<file path="src/rtl/uart_rx_fifo.sv">
// uart_rx_fifo
// Receive buffer between the buart receiver and the j1 I/O read mux. Each byte
// that lands in the buart holding register is moved into a small FIFO, and the
// oldest stored byte is presented to the CPU until it is popped.
//
// Ports:
//   clk        system clock
//   resetq     asynchronous active-low reset
//   uart_valid buart holding register is full
//   uart_data  byte in the buart holding register
//   uart_rd    one-cycle pulse that empties the buart holding register
//   cpu_rd     CPU pop request for the head byte
//   clr_ovr    CPU request to clear the sticky overrun flag
//   cpu_data   byte at the FIFO head, zero when empty
//   cpu_valid  FIFO holds at least one byte
//   level      number of stored bytes, 0 to 2^DEPTH_LOG2
//   rx_irq     registered "level >= IRQ_LEVEL"
//   overrun    sticky, a byte was dropped because the FIFO was full
module uart_rx_fifo #(
  parameter int DEPTH_LOG2 = 4,
  parameter int IRQ_LEVEL  = 8
) (
  input  logic                  clk,
  input  logic                  resetq,
  input  logic                  uart_valid,
  input  logic [7:0]            uart_data,
  output logic                  uart_rd,
  input  logic                  cpu_rd,
  input  logic                  clr_ovr,
  output logic [7:0]            cpu_data,
  output logic                  cpu_valid,
  output logic [DEPTH_LOG2:0]   level,
  output logic                  rx_irq,
  output logic                  overrun
);

  localparam int                  DEPTH      = 1 << DEPTH_LOG2;
  localparam logic [DEPTH_LOG2:0] PTR_ONE    = (DEPTH_LOG2 + 1)'(1);
  localparam logic [DEPTH_LOG2:0] IRQ_THRESH = (DEPTH_LOG2 + 1)'(IRQ_LEVEL);

  typedef enum logic [1:0] {
    IDLE,
    ACK,
    SETTLE
  } state_e;

  state_e                state_q, state_d;
  logic [DEPTH_LOG2:0]   wptr_q, wptr_d;
  logic [DEPTH_LOG2:0]   rptr_q, rptr_d;
  logic                  uart_rd_q, uart_rd_d;
  logic                  rx_irq_q, rx_irq_d;
  logic                  overrun_q, overrun_d;
  logic [7:0]            mem_q [DEPTH];

  logic                  empty;
  logic                  full;
  logic                  ingest;
  logic                  push;
  logic                  discard;
  logic                  pop;

  // Pointers carry one extra wrap bit so that full and empty can be told
  // apart when the low (address) bits match.
  assign empty     = (wptr_q == rptr_q);
  assign full      = (wptr_q[DEPTH_LOG2-1:0] == rptr_q[DEPTH_LOG2-1:0]) &&
                     (wptr_q[DEPTH_LOG2] != rptr_q[DEPTH_LOG2]);
  assign level     = wptr_q - rptr_q;
  assign cpu_valid = !empty;
  assign cpu_data  = empty ? 8'd0 : mem_q[rptr_q[DEPTH_LOG2-1:0]];
  assign uart_rd   = uart_rd_q;
  assign rx_irq    = rx_irq_q;
  assign overrun   = overrun_q;

  // Ingest FSM state register. Reset returns to IDLE so a byte still waiting
  // in buart is picked up as soon as reset is released.
  always_ff @(posedge clk or negedge resetq) begin
    if (!resetq) begin
      state_q <= IDLE;
    end else begin
      state_q <= state_d;
    end
  end

  // Ingest FSM next state. After a byte is taken we spend one cycle
  // acknowledging it and one more letting buart's valid flag fall, so the same
  // byte is never taken twice.
  always_comb begin
    state_d = state_q;
    case (state_q)
      IDLE:    if (uart_valid) state_d = ACK;
      ACK:     state_d = SETTLE;
      SETTLE:  state_d = IDLE;
      default: state_d = IDLE;
    endcase
  end

  // FSM outputs and FIFO bookkeeping. The full test uses the pointers as they
  // stand before the edge, so a pop in the same cycle cannot make room for
  // the byte being pushed; that byte is dropped and flagged instead.
  always_comb begin
    ingest    = (state_q == IDLE) && uart_valid;
    push      = ingest && !full;
    discard   = ingest && full;
    pop       = cpu_rd && !empty;
    uart_rd_d = (state_d == ACK);
    wptr_d    = push ? (wptr_q + PTR_ONE) : wptr_q;
    rptr_d    = pop  ? (rptr_q + PTR_ONE) : rptr_q;
    rx_irq_d  = (level >= IRQ_THRESH);
    overrun_d = overrun_q;
    if (discard) begin
      overrun_d = 1'b1;
    end else if (clr_ovr) begin
      overrun_d = 1'b0;
    end
  end

  // Pointers and registered status outputs. Reset clears all of them so the
  // FIFO reads as empty regardless of what the storage array still holds.
  always_ff @(posedge clk or negedge resetq) begin
    if (!resetq) begin
      wptr_q    <= '0;
      rptr_q    <= '0;
      uart_rd_q <= 1'b0;
      rx_irq_q  <= 1'b0;
      overrun_q <= 1'b0;
    end else begin
      wptr_q    <= wptr_d;
      rptr_q    <= rptr_d;
      uart_rd_q <= uart_rd_d;
      rx_irq_q  <= rx_irq_d;
      overrun_q <= overrun_d;
    end
  end

  // Byte storage. It is deliberately not reset; the pointers alone decide
  // which entries are meaningful.
  always_ff @(posedge clk) begin
    if (push) begin
      mem_q[wptr_q[DEPTH_LOG2-1:0]] <= uart_data;
    end
  end

endmodule

</file>
<file path="config.mk">
export PLATFORM = sky130hd
export DESIGN_NAME = uart_rx_fifo
export DESIGN_NICKNAME = d
export VERILOG_FILES = /design/src/rtl/uart_rx_fifo.sv
export SDC_FILE = /design/constraint.sdc
export NUM_CORES = 1
export LEC_CHECK = 0
export ABC_AREA = 1
export BUFFER_PORTS_ARGS = -buffer_cell sky130_fd_sc_hd__buf_4
export CAP_MARGIN = 20
export CORE_MARGIN = 10
export CORE_UTILIZATION = 55
export DETAILED_ROUTE_END_ITERATION = 7
export GPL_ROUTABILITY_DRIVEN = 0
export PLACE_DENSITY_LB_ADDON = 0.08
export SYNTH_ARGS = -nofsm -noshare
export SYNTH_HDL_FRONTEND = slang
export SYNTH_SLANG_ARGS = --single-unit
</file>
<file path="constraint.sdc">
create_clock -name clk -period 5.08 [get_ports clk]
set_input_delay 0.254 -clock clk [delete_from_list [all_inputs] [get_ports clk]]
set_output_delay 0.254 -clock clk [all_outputs]
set_load 0.005 [all_outputs]
</file>
# --- Yosys cells after proc, flatten, opt, wreduce, memory -nomap -nowiden ---
# Memory sizes are Yosys's and may differ from the RTL's.
# Index checks and enable logic that the tools add are counted.
totals:
  ff_bits: 15
  ramBits: 128
  inputBits: 13
  out_inout_bits: 17
  word_cells: 32
  mem_count: 1
op_classes:
  addsub: 3
  order_cmp: 1
  eq_ne: 5
  mux: 7
  reduce_logical: 9
memory_table:
  columns: ["memory", "words", "width", "rd", "rd_clocked_by_memory_dff", "write_ports", "line", "source"]
  rows:
  - ["mem_q", 16, 8, 1, 0, 1, "53", "logic [7:0] mem_q [DEPTH];"]
op_table:
  columns: ["operator", "n"]
  rows:
  - ["$add A5 B1 Y5 const B", 2]
  - ["$mux W8", 1]
  - ["$eq A5 B5 Y1", 1]
  - ["$ge A5 B4 Y1 const B", 1]
  - ["$logic_and A1 B1 Y1", 5]
  - ["$sub A5 B5 Y5", 1]
  - ["$eq A2 B1 Y1 const B", 2]
  - ["$eq A4 B4 Y1", 1]
  - ["$mux W1", 4]
  - ["$pmux W2 S2", 1]
  - ["$logic_not A1 Y1", 2]
  - ["$logic_not A2 Y1", 1]
  - ["$mux W2", 1]
  - ["$reduce_bool A2 Y1", 1]
  - ["$ne A1 B1 Y1", 1]

# --- Longest topological paths before layout ---
# Gate-level depths: netlist (run 1).
depth:
  depth_word: 6
  ltp_mapped: 11
  mapped_depth_nobuf: 9

# --- Least setup slack after synthesis (run 1) ---
# No wires, ideal clock.
synth_timing:
  kind: "register to register"
  from: "reg rptr_q[1]"
  to: "mem mem_q[11][0], enable pin"
  setup_time_ns: 0.370
  arrival_ns: 1.955
  required_time_ns: 4.710
  setup_slack_ns: 2.755
  path_stages_with_launch: 12
  n_path_buf: 2
  synth_period_minus_slack_ns: 2.325
  path_cell_list: "dfrtp_1 -> buf_2 -> inv_2 -> buf_2 -> ha_1 -> nand3_1 -> nor2_1 -> nand2_1 -> nand2_1 -> nor2_1 -> inv_1 -> nor2_1"
synth_between:
  elab_chain_cells: 6
synth_lines:
  columns: ["item", "line", "source"]
  rows:
  - ["start: declaration", "49", "logic [DEPTH_LOG2:0] rptr_q, rptr_d;"]
  - ["start signal: assignment", "128", "rptr_q <= rptr_d;"]
  - ["$eq A4 B4 Y1", "65", "assign full = (wptr_q[DEPTH_LOG2-1:0] == rptr_q[DEPTH_LOG2-1:0]) &&"]
  - ["$logic_and A1 B1 Y1", "65", null]
  - ["$logic_not A1 Y1", "102", "push = ingest && !full;"]
  - ["$logic_and A1 B1 Y1", "102", null]
  - ["$mux W1", "138", "if (push) begin"]
  - ["$mux W1 (not written as such)", "139", "mem_q[wptr_q[DEPTH_LOG2-1:0]] <= uart_data;"]
  - ["end: declaration", "53", null]
# No other way between the ends.

# --- Worst setup path after layout (run 1) ---
layout_timing:
  from: "reg rptr_q[0]"
  to: "out cpu_data[7]"
layout_between:
  elab_chain_cells: 2
  elab_cells_between_ends: 3
  classes_between: "eq/ne: 1; mux: 1; memory: 1"
layout_lines:
  columns: ["item", "line", "source"]
  rows:
  - ["$mem_v2 Z16 W8 / $eq A5 B5 Y1 (equally long branches)", null, null]
  - ["$mux W8 (*)", "69", "assign cpu_data = empty ? 8'd0 : mem_q[rptr_q[DEPTH_LOG2-1:0]];"]
  - ["end: declaration", "30", "output logic [7:0] cpu_data,"]
# Mark *: on every way between the ends. The rest lies on a longest branch, timed or not.

==> results of run 1 <==
Yosys cell counts, types with 2 or more instances:
cell,count,area share
edfxtp_1,128,0.60
nand3_1,72,0.056
inv_1,99,0.058
buf_4,6,0.0070
nor2_1,22,0.013
clkbuf_1,2,0.0012
o21ai_0,3,0.0023
buf_2,12,0.0094
xor2_1,11,0.015
ha_1,9,0.018
dfrtp_1,15,0.059
inv_2,5,0.0029
nand2_1,231,0.14
a21oi_1,11,0.0086
xnor2_1,2,0.0027
metal layers:
| metal | track usage | vias up | part of all wire |
|---|---|---|---|
| met5 | 0 | - | 0 |
| met4 | 0.0808 | 0 | 0.018 |
| met3 | 0.0443 | 25 | 0.080 |
| met2 | 0.287 | 178 | 0.46 |
| met1 | 0.271 | 2011 | 0.44 |
| li1 | - | 2083 | - |
path summary, 6_finish.rpt:
kind,start,endpoint,slack [ps],depth (start not counted)
min,clr_ovr,overrun,40,2
max reg2reg,rptr_q[1],mem_q[8][3],2170,9
max in group asynchronous,resetq,rptr_q[0],4670,2
min reg2reg,state_q[1],state_q[1],480,1
max,rptr_q[0],cpu_data[7],2160,11
min in group asynchronous,resetq,rptr_q[2],220,2
stage by stage:
step                hold WS (ps)  total power [W]   util
finish                      38.3          0.00446  0.645
global route                54.8          0.00472  0.645
CTS                         26.7          0.00446  0.644
detailed placement           123          0.00308  0.586
global placement             131          0.00307  0.586
floorplan                  -41.6          0.00251      -
sequential cells by signal (all words and copies together) (netlist names):
signal,flops
mem_q,128
overrun,1
rptr_q,5
rx_irq,1
state_q,2
uart_rd,1
wptr_q,5
what timing repair did:
action,4_1_cts,5_1_grt
hold buffers,1,0
hold endpoints to repair,15,0
setup endpoints to repair,0,0
gates resized for setup,0,0
kinds of logic after synthesis:
| logic type | count (synthesis) | synth area share |
|---|---|---|
| AOI/OAI and AO/OA | 14 | 0.0109 |
| xor gates and xnor gates | 13 | 0.0178 |
| adders and majority gates | 10 | 0.0207 |
| buffers and inverters | 127 | 0.0814 |
| DFF | 143 | 0.659 |
| and+or+nand+nor | 330 | 0.211 |
layout make-up:
| type | count | area (sq um) |
|---|---|---|
| Clock buffer | 18 | 429 |
| Sequential cell | 143 | 4220 |
| Tap cell | 143 | 179 |
| Timing Repair Buffer | 33 | 263 |
| Clock inverter | 13 | 219 |
| Multi-Input combinational cell | 367 | 1670 |
| Inverter | 105 | 394 |
| Fill cell | 940 | 4050 |
report_power, final:
part	total (W)	switching (W)	internal, W	leakage, nW
Combinational	0.00162	0.00103	0.000590	1.61
Clock	0.00137	0.000461	0.000910	0.305
Sequential	0.00147	0.0000755	0.00139	1.33
Total	0.00446	0.00156	0.00289	3.25
==> metrics.md, run 1 <==
| Metric | Value |
|---|---|
| Half-perimeter wire length after detailed placement | 9620 um |
| Worst endpoint required time | around 4800 ps |
| Setup CP Type | reg -> out |
| Clock period minus worst slack | 2920 ps |
| Number of antenna violations at the first check in global routing | 0 |
| H-tree depth | 4 |
| Sequence of cells on the critical path | buf_4 > inv_2 > buf_12 > nand2_1 > nand3_1 > nand2_1 > nand2_1 > nand2_1 > inv_1 > a21oi_1 > buf_4 |
| Async SR Flop Fraction | 0.105 |
| Post-route setup slack | 2160 ps |
| Final routed wire length divided by cell count | approximately 19 um |
| Post-synthesis sequential element count | 143 |
| Residual DRC | 0 |
| Number of clock sinks | between 100 and 150 |
| Most frequent cell on the critical path | nand2_1 |
| Final hold violations | 0 |
| Worst supply voltage drop on vdd | 541 uV |
| Actual transition at the worst max-transition pin | 896 ps |
| Starting density of the core | 0.561 |
| Total die area | 16400 sq um |
| Combined buffer and inverter count along the critical path | 5 |
| Iteration count of the initial detailed-routing pass | 5 |
| Power per unit of standard cell area | about 600 nW/um^2 |
| Clock slew at reported path FFs | 60 ps |
| ANT nets after route | 0 |
| Final number of setup-violating endpoints | 0 |
| CTS tree | yes |
| Vias in the first global route | 4328 |
| Slowest cell delay on critical path | 540 ps |
| Largest net degree at the start of global routing | 68 |
| Count of inserted antenna diode cells | 0 |
| Placement-stage worst setup slack | 2210 ps |
| Num CTS Buffers | 17 |
| Net Count, Synth | 660 |
| Row cnt | 39 |
| Total number of vias | 4297 |
| Leakage component of the power | 3.25 nW |
| Net total in the final layout | just under 700 |
| Post-synth EDFFs | 128 |
| Synthesized instance count | 637 |
| Leading cell type in the layout, fill and taps excluded | nand2_1 |
| Final-layout setup total negative slack | 0 ps |
| Fin cells | a little over 800 |
| Overall die height | 128 um |
| Total global-route track usage | 0.195 |
| Total congestion overflow after global routing | 0 |
| First-pass GRT wire length | 24000 um |
| Iteration-0 DRC count of the detailed router | 571 |
| Critical Path Sink Type | primary output |
| Non-Filler Cell Area, Final | around 7400 sq um |
| RSZ-0062 raised after global routing | false |
| Number of distinct standard cells referenced by the synthesized netlist | 24 |
| Fraction of the yosys area taken by sequential cells | 0.659 |
| Cell class contributing the biggest share of worst-path delay | buffers and inverters |
| Critical Path Source Type | flop |
| Synthesized area per cell | 10.1 sq um |
| Largest driver fanout on the critical path | between 60 and 70 |
| Ratio of routed vias to standard cells | between 5 and 6 |
| Number of pins exceeding their max-slew limit in the final report | 0 |
| Count of buffers from port buffering | 29 |
| Root buffer selected by CTS | clkbuf_16 |
| Worst Clk Skew | 7.68 ps |
| Fraction of layout cells with a size suffix above 1 | 0.100 |
| Longest Clk Path Bufs | 2 |
| Placed instance area | 6690 sq um |
| Worst EP arrival | 2670 ps |
| Share of the clock period used by the worst path | 0.576 |
| Post-CTS setup repair buffer count | 0 |
| Clock latency reported for the late side of the worst-skew pair | about 420 ps |
| Outcome | finished clean |
| Class of the most critical hold timing path | in -> reg |
| Netlist area before placement | 6410 sq um |
| Rel. slew slack | 0.401 |
| Commonest cells after routing, fill and taps aside | nand2_1, edfxtp_1, inv_1 |
| Post-synthesis to final-layout area growth | 15.0% |
| Total number of yosys warnings | 0 |
| Max Freq | about 0.34 GHz |
| Post-synth top flop | edfxtp_1 |
| Slowest stage cell on the critical path | buf_4 |
| Core Region | 11400 sq um |
| Total wirelength of the detailed-routed design | ~15000 um |
| Die X-Extent | 128 um |
| Num ports | 30 |
| Number of placed cells counting well taps | 789 |
| Maximum Capacitance Violations | 0 |
Power figures use the tool's default switching activity.
==> inputs of run 2 (changes only) <==
==> constraint.sdc (replaced) <==
create_clock -name clk -period 2.4 [get_ports clk]
set_input_delay 0.12 -clock clk [delete_from_list [all_inputs] [get_ports clk]]
set_output_delay 0.12 -clock clk [all_outputs]
set_load 0.005 [all_outputs]
==> run 2 against run 1 <==
Combinational power increased by 130%. Clock skew decreased by 0.83 ps. Sequential cell count unchanged. Highest routed layer unchanged. Clock-buffer cell count unchanged. Global-route usage down 0.24 points. Register-to-register slack worse by 2000 ps. Clock power grew 91%. Final cell count is 3.4% higher. Hold slack gained 1.0 ps. Critical path depth decreased by 3. Largest power group unchanged. Wire length decreased by 2.0%.
==> metrics.md, run 2 (synthesis results as in run 1) <==
| Metric | Value |
|---|---|
| Residual DRC | 0 (unchanged) |
| CTS tree | yes |
| Overall die height | 128 um (unchanged) |
| Actual transition at the worst max-transition pin | 572 ps (-324 ps) |
| Half-perimeter wire length after detailed placement | 9890 um (+2.8%) |
| Number of flip-flops under the largest register name | 128 (unchanged) |
| Ratio of routed vias to standard cells | 5.23 (about the same) |
| Final hold violations | 0 (unchanged) |
| Worst Clk Skew | 6.84 ps (-0.835 ps) |
| Num CTS Buffers | 17 (unchanged) |
| Longest Clk Path Bufs | 2 (unchanged) |
| Post-CTS setup repair buffer count | 0 (unchanged) |
| Num ports | 30 (unchanged) |
| Clock period minus worst slack | 2310 ps |
| Iteration count of the initial detailed-routing pass | 5 (unchanged) |
| Vias in the first global route | 4437 (+2.5%) |
| Largest driver fanout on the critical path | 10 (-85%) |
| ANT nets after route | 0 (unchanged) |
| FF-to-FF path depth | 10 (+1) |
| Setup slack of the worst register-to-register path | 200 ps (-1970 ps) |
| End of the worst register-to-register path | mem_q[14][4] |
| H-tree depth | 4 (unchanged) |
| Leakage component of the power | 3.38 nW (+3.8%) |
| Core Region | 11400 sq um (unchanged) |
| Final-layout setup total negative slack | 0 ps (unchanged) |
| Net total in the final layout | 717 (+3.9%) |
| Starting density of the core | 0.561 (unchanged) |
| RSZ-0062 raised after global routing | false |
| Count of inserted antenna diode cells | 0 (unchanged) |
| Critical Path Source Type | flop |
| Fraction of layout cells with a size suffix above 1 | 0.144 (+0.0441) |
| Iteration-0 DRC count of the detailed router | 391 (-32%) |
| Total number of vias | 4447 (+3.5%) |
| Final routed wire length divided by cell count | 17.6 um (-5.2%) |
| Outcome | finished clean |
| Final number of setup-violating endpoints | 0 (unchanged) |
| Clock latency reported for the late side of the worst-skew pair | 410 ps (about the same) |
| Total die area | 16400 sq um (unchanged) |
| Maximum Capacitance Violations | 0 (unchanged) |
| Die X-Extent | 128 um (unchanged) |
| Row cnt | 39 (unchanged) |
| Worst endpoint required time | 2280 ps (-2550 ps) |
| Total global-route track usage | 0.192 (-0.00236) |
| Non-Filler Cell Area, Final | 7560 sq um (+2.6%) |
| Total wirelength of the detailed-routed design | 15000 um (-2.0%) |
| Class of the most critical hold timing path | in -> reg |
| Critical Path Sink Type | primary output |
| Leading cell type in the layout, fill and taps excluded | nand2_1 |
| Total congestion overflow after global routing | 0 (unchanged) |
| Startpoint of the worst register-to-register path | rptr_q[3] |
| Root buffer selected by CTS | clkbuf_16 |
| Worst supply voltage drop on vdd | 916 uV (+69%) |
| Rel. slew slack | 0.617 (+0.216) |
| Setup CP Type | reg -> out |
| Power per unit of standard cell area | 1240 nW/um^2 (+110%) |
| Worst setup path start | rptr_q[3] |
| Worst EP arrival | 2190 ps (-480 ps) |
| Post-synthesis to final-layout area growth | 18.0% |
| Number of clock sinks | 143 (unchanged) |
| First-pass GRT wire length | 23800 um (-0.60%) |
| Max Freq | 0.433 GHz |
| Largest net degree at the start of global routing | 35 (-49%) |
| Number of pins exceeding their max-slew limit in the final report | 0 (unchanged) |
| Worst setup path end | cpu_data[6] |
| Number of antenna violations at the first check in global routing | 0 (unchanged) |
| Placed instance area | 6890 sq um (+2.9%) |
| Clock slew at reported path FFs | 60 ps (about the same) |
| Commonest cells after routing, fill and taps aside | nand2_1, edfxtp_1, inv_1 |
| Count of buffers from port buffering | 29 (unchanged) |
| Share of the clock period used by the worst path | 0.962 |
==> run 2: cell count changes in the layout (fill, tap and decap cells not counted), sizes merged <==
cell         before  now
bufinv            6    3
buf              32   57
clkinv            5    8
inv             104  105
dlygate4sd3       1    3
==> run 2: worst min-delay path by stage <==
stage / startpoint / end / slack, ps / cells past startpoint
3_3_place_gp: resetq / rx_irq / -10 / 1
3_5_place_dp: resetq / rx_irq / -2 / 1
4_1_cts: cpu_rd / rptr_q[2] / 30 / 3
2_1_floorplan: resetq / overrun / -180 / 0
6_report: cpu_rd / rptr_q[2] / 40 / 3
5_1_grt: cpu_rd / rptr_q[2] / 50 / 3
==> run 2: stage by stage <==
step,worst slack [ps],power (W),utilization,instances,hold slack (ps)
global route,4.05,0.00999,0.662,850,49.9
CTS,13.4,0.00934,0.659,850,30.9
detailed placement,217,0.00667,0.603,815,-2.03
finish,90.6,0.00939,0.662,850,39.3
global placement,242,0.00665,0.603,815,-10.0
floorplan,75.0,0.00531,-,637,-176
==> run 2: worst max-delay path: stages (launching register included) <==
cell,delay (ps)
dfrtp_1,420
inv_4,90
ha_1,350
nand3_1,100
nor2_1,70
nand2_2,150
clkinvlp_4,240
a21oi_2,220
buf_4,140
==> run 2: where the power goes <==
| group | total, W | switching [W] | internal (W) |
|---|---|---|---|
| combinational | 0.00370 | 0.00229 | 0.00141 |
| sequential | 0.00307 | 0.000123 | 0.00295 |
| clock | 0.00262 | 0.000986 | 0.00163 |
| total | 0.00939 | 0.00340 | 0.00599 |
==> run 2: layout make-up <==
cell class                 instances  area, sq um
fill                             865         3860
clock buffer                      18          429
tap                              143          179
inverter                         105          403
timing repair buffer              60          487
sequential                       143         4220
clock inverter                    14          165
multi-input combinational        367         1680
==> run 2: routing by layer <==
layer	part of all wire	vias up	routed length [um]	global-route usage
met5	0	-	0	0
met4	0.016	0	238	0.0682
met3	0.054	18	814	0.0438
met2	0.50	149	7430	0.314
met1	0.43	2131	6470	0.246
li1	-	2149	-	-
==> run 2: repair_timing <==
action | CTS | global route
endpoints found under the setup margin | 8 | 9
cloned | 0 | 0
resized for setup | 4 | 10
hold endpoints to repair | 17 | 0
hold buffers | 3 | 0
